===== src/rtl/sram_like_arbiter.sv =====
// Two-master to one-slave sram-like arbiter: data has priority over instruction
// fetch with a streak limit, and an ID FIFO routes in-order responses back.
module sram_like_arbiter #(
  parameter int DEPTH      = 4,
  parameter int STREAK_MAX = 3
) (
  input  logic        clk,
  input  logic        reset,

  input  logic        inst_req,
  input  logic        inst_wr,
  input  logic [1:0]  inst_size,
  input  logic [31:0] inst_addr,
  input  logic [31:0] inst_wdata,
  output logic        inst_addr_ok,
  output logic        inst_data_ok,
  output logic [31:0] inst_rdata,

  input  logic        data_req,
  input  logic        data_wr,
  input  logic [1:0]  data_size,
  input  logic [31:0] data_addr,
  input  logic [31:0] data_wdata,
  output logic        data_addr_ok,
  output logic        data_data_ok,
  output logic [31:0] data_rdata,

  output logic        req,
  output logic        wr,
  output logic [1:0]  size,
  output logic [31:0] addr,
  output logic [31:0] wdata,
  input  logic        addr_ok,
  input  logic        data_ok,
  input  logic [31:0] rdata,

  output logic        proto_err
);

  localparam int PW = $clog2(DEPTH);
  localparam int CW = $clog2(DEPTH) + 1;
  localparam int SW = $clog2(STREAK_MAX + 1);
  localparam logic [CW-1:0] FULL_CNT   = CW'(DEPTH);
  localparam logic [SW-1:0] STREAK_LIM = SW'(STREAK_MAX);

  typedef enum logic [1:0] {
    IDLE   = 2'd0,
    LOCK_I = 2'd1,
    LOCK_D = 2'd2
  } lock_e;

  lock_e           state_q, state_d;
  logic [PW-1:0]   wr_ptr_q, rd_ptr_q;
  logic [CW-1:0]   count_q;
  logic [SW-1:0]   streak_q, streak_d;
  logic [DEPTH-1:0] id_mem;
  logic            proto_err_q;

  logic gnt_i, gnt_d;
  logic fifo_full, fifo_empty;
  logic push, pop, head_id;

  assign fifo_full  = (count_q == FULL_CNT);
  assign fifo_empty = (count_q == '0);
  assign head_id    = id_mem[rd_ptr_q];

  // Grant selection. A lock keeps the current master granted regardless of
  // priority or FIFO occupancy until the slave accepts or the master drops req.
  always_comb begin
    // NOTE: every combinational output gets a default first so no path leaves it unassigned and infers a latch.
    gnt_i = 1'b0;
    gnt_d = 1'b0;
    if (!reset) begin
      unique case (state_q)
        IDLE: begin
          if (!fifo_full) begin
            if (data_req && !(inst_req && streak_q == STREAK_LIM)) gnt_d = 1'b1;
            else if (inst_req)                                      gnt_i = 1'b1;
          end
        end
        LOCK_I:  gnt_i = inst_req;
        LOCK_D:  gnt_d = data_req;
        default: ;
      endcase
    end
  end

  always_comb begin
    state_d = state_q;
    unique case (state_q)
      IDLE: begin
        if (gnt_d && !addr_ok)      state_d = LOCK_D;
        else if (gnt_i && !addr_ok) state_d = LOCK_I;
      end
      LOCK_I:  if (!inst_req || addr_ok) state_d = IDLE;
      LOCK_D:  if (!data_req || addr_ok) state_d = IDLE;
      default: state_d = IDLE;
    endcase
  end

  // Slave-side request forwarding.
  always_comb begin
    req   = gnt_i | gnt_d;
    wr    = 1'b0;
    size  = 2'd0;
    addr  = 32'd0;
    wdata = 32'd0;
    if (gnt_d) begin
      wr    = data_wr;
      size  = data_size;
      addr  = data_addr;
      wdata = data_wdata;
    end else if (gnt_i) begin
      wr    = inst_wr;
      size  = inst_size;
      addr  = inst_addr;
      wdata = inst_wdata;
    end
  end

  assign inst_addr_ok = gnt_i & addr_ok;
  assign data_addr_ok = gnt_d & addr_ok;
  assign push         = req & addr_ok;

  // Responses come back in issue order, so the FIFO head names the owner.
  assign pop          = data_ok & ~fifo_empty & ~reset;
  assign inst_data_ok = pop & ~head_id;
  assign data_data_ok = pop & head_id;
  assign inst_rdata   = reset ? 32'd0 : rdata;
  assign data_rdata   = reset ? 32'd0 : rdata;
  assign proto_err    = proto_err_q & ~reset;

  always_comb begin
    streak_d = streak_q;
    if (push) begin
      if (gnt_d && inst_req) streak_d = (streak_q == STREAK_LIM) ? streak_q : streak_q + 1'b1;
      else                   streak_d = '0;
    end
  end

  always_ff @(posedge clk) begin
    // NOTE: state registers use non-blocking assignments so every flop samples pre-edge values.
    if (reset) begin
      state_q     <= IDLE;
      wr_ptr_q    <= '0;
      rd_ptr_q    <= '0;
      count_q     <= '0;
      streak_q    <= '0;
      proto_err_q <= 1'b0;
    end else begin
      state_q  <= state_d;
      streak_q <= streak_d;
      if (push) wr_ptr_q <= wr_ptr_q + 1'b1;
      if (pop)  rd_ptr_q <= rd_ptr_q + 1'b1;
      unique case ({push, pop})
        2'b10:   count_q <= count_q + 1'b1;
        2'b01:   count_q <= count_q - 1'b1;
        default: ;
      endcase
      if (data_ok && fifo_empty) proto_err_q <= 1'b1;
    end
  end

  // NOTE: ID storage has no reset; an entry is only read after it was written, tracked by count_q.
  always_ff @(posedge clk) begin
    if (push) id_mem[wr_ptr_q] <= gnt_d;
  end

endmodule


===== config.mk =====
export PLATFORM = sky130hd
export DESIGN_NAME = sram_like_arbiter
export DESIGN_NICKNAME = d
export VERILOG_FILES = /design/src/rtl/sram_like_arbiter.sv
export SDC_FILE = /design/constraint.sdc
export NUM_CORES = 1
export LEC_CHECK = 0
export ABC_AREA = 1
export CAP_MARGIN = 40
export CORE_AREA = 3 3 118 120
export CTS_CLUSTER_SIZE = 16
export DETAILED_ROUTE_END_ITERATION = 8
export DIE_AREA = 0 0 121 123
export PLACE_DENSITY = 0.66
export SKIP_CTS_REPAIR_TIMING = 1
export SLEW_MARGIN = 10
export SYNTH_ARGS = -nofsm -noshare
export SYNTH_HDL_FRONTEND = slang
export SYNTH_SLANG_ARGS = --single-unit

===== constraint.sdc =====
create_clock -name clk -period 6 [get_ports clk]
set_input_delay 1.2 -clock clk [delete_from_list [all_inputs] [get_ports clk]]
set_output_delay 1.2 -clock clk [all_outputs]
set_load 0.1 [all_outputs]

==> run metrics <==
global-route wire length before repair 16.65 mm; Max-slew headroom 58.00%; Die Wd 121 um; WL final 11.53 mm; final setup fails 0; pwr/cell area 202.8 nW/um^2; Avg Inst Size Synth 6.915 sq um; Critical Path Slowest Stage Cell inv_2; top cell family by delay on the critical path buffers and inverters; Worst Tran Pin Value 0.6292 ns; fmax 212.9 MHz; Initial DRT Pass Iterations 4; crit end category output port; wire per inst 15.56 um; leakage 2.542 nW; Critical Path Source reset; RSZ-0062 raised after global routing false; Seq/Total Area, Yosys 17.37%; setup TNS 0 ns; Critical Path, Cell by Cell clkdlybuf4s50_1, buf_4, inv_2, nand2_1, inv_2, buf_4, a22o_1, buf_12; Synth top area share 28.29%; syn_nets 479; VDD IR-drop max 84.96 uV; post-route ant nets 0; Yosys reg bits 16; Syn Inst Count 300; Max Cap Violations 0; gr ovfl total 0; fin. max-slew vios 0; TritonCTS Buffers 3; Bufs and invs on worst path 6; final core utilization 42.99%; clock sink count 16; Clock Path Buffers 2; crit share post-route 78.29%; CTS tree yes; vias in the first global route 3120; Clk Latency, worst-skew pair 0.25 ns; DR iter-0 viols 105; Yosys Warn Count 0; Worst path max stage delay 0.48 ns; Post-Synth Adder-Cell Area 4.584%; Synth Area in Compound Gates 33.05%; die area 14880 sq um; # DRC 0; crit path kind in -> out; Placer Congestion 0.8097; mapped cell area 2074 sq um; share of layout cells above drive strength 1 27.26%; Row Count 42; I/O pins 309; worst flop-to-flop path endpoint count_q[2]; Filler cells 1262; Register-to-Register Path Depth 16; post-synthesis mux area share 0%; die height 123 um; critical-path maximum fanout 37; Post-Synth XOR/XNOR Area 0%; status complete, no violations; vias per cell 4.144; Hold Path Class reg -> reg; area leader, netlist a22o_1; initial antenna violation count 1; Critical Path Stages 8; n_diodes 0; Fin. Hold Viols 0; critical path arrival 3.50 ns; GRT Total Usage 14.18%; simple-gate share of the synthesized area 16.34%; Area Overhead vs Synth 171.2%; R2R setup slack 3.53 ns; Startpoint Class primary input; PortBufs 308; Setup Skew 0.003312 ns; htree depth 1; crit path time final 4.697 ns; hpwl dp 9.987 mm; r2r startpoint streak_q[0]; Critical Path Sink wdata[26]; Yosys cell types 24; Clock Tree Root clkbuf_16; largest net degree at the start of global routing 46; largest family of logic cells by synthesized area compound AO/OA/AOI/OAI gates; CTS clk-pin slew, worst paths 0.05 ns; Nets 745; initial core utilization 15.85%; Vias 3071; top cells by area, synth a22o_1, dfxtp_1, buf_4; Worst EP required 4.80 ns; placeable core region 13090 sq um
-- area by class of cell --
type | count | area (sq um) | area share (%)
inverters | 60 | 225.2 | 4.004
flip-flops and latches | 16 | 360.3 | 6.406
multi-input cells | 173 | 1120 | 19.91
repair buffers | 312 | 3621 | 64.37
clock buffers | 4 | 78.83 | 1.401
well taps | 176 | 220.2 | 3.915
-- layer usage --
metal	global-route usage [%]	up-vias	part of all wire, %
met5	0	-	0.11
met4	3.683	2	1.6
met3	5.444	12	12
met2	26.92	191	52
met1	14.54	1368	34
li1	-	1498	-
-- flip-flops by register name (all words and copies together), names as in the netlist --
signal / count
proto_err_q: 1
state_q: 2
streak_q: 2
id_mem: 4
count_q: 3
rd_ptr_q: 2
wr_ptr_q: 2
-- Yosys cell counts, drive strengths merged --
library cell,count
a22o,67
inv,59
buf,51
nor2,49
nand2,19
dfxtp,12
a21oi,11
nand3,9
o21ai,7
ha,6
edfxtp,4
a32oi,1
clkinv,1
fa,1
nand3b,1
nand4,1
nor3,1
-- worst min-delay path by stage --
| stage | endpoint | depth (start not counted) | start | slack (ns) |
|---|---|---|---|---|
| finish | proto_err_q | 2 | proto_err_q | 0.46 |
| global route | proto_err_q | 2 | proto_err_q | 0.51 |
| CTS | proto_err_q | 2 | proto_err_q | 0.46 |
| detailed placement | proto_err_q | 2 | proto_err_q | 0.46 |
| global placement | proto_err_q | 2 | proto_err_q | 0.45 |
| floorplan | proto_err_q | 2 | proto_err_q | 0.44 |
-- power breakdown --
| group | internal [mW] | switching (mW) |
|---|---|---|
| Clock | 0.0901 | 0.0421 |
| Combinational | 0.306 | 0.578 |
| Sequential | 0.119 | 0.00566 |
| Total | 0.515 | 0.626 |
-- worst min-delay path, delay by kind of cell, from the launching register on --
kind,cells,cell delay (ns)
DFF,1,0.29
AOI/OAI and AO/OA,1,0.06
buffers and inverters,1,0.06
-- through the flow --
stage	cell area [sq um]	worst slack (ns)	power [mW]	cells	hold slack [ns]
2_1_floorplan	2074	1.442	0.6918	300	0.4365
3_3_place_gp	5547	1.335	1.007	737	0.4490
3_5_place_dp	5547	1.332	1.013	737	0.4574
4_1_cts	5625	1.309	1.149	741	0.4647
5_1_grt	5625	1.149	1.179	741	0.5073
6_report	5625	1.303	1.141	741	0.4630
-- placed cells by master, fill, tap and decap left out, drive strengths merged, types with 4 or more instances in the layout --
| cell type | instances |
|---|---|
| a21oi | 11 |
| a22o | 67 |
| nor2 | 49 |
| clkbuf | 4 |
| dfxtp | 12 |
| nand3 | 9 |
| o21ai | 7 |
| ha | 6 |
| inv | 59 |
| clkdlybuf4s50 | 171 |
| edfxtp | 4 |
| buf | 141 |
| nand2 | 19 |
-- kinds of logic (layout without fill, tap and decap cells) --
kind of cell | Yosys count | in the layout
flops | 16 | 16
buf+inv | 111 | 376
compound gates | 86 | 86
fa+ha+maj | 7 | 7
simple gates | 80 | 80
Power figures use the tool's default switching activity.
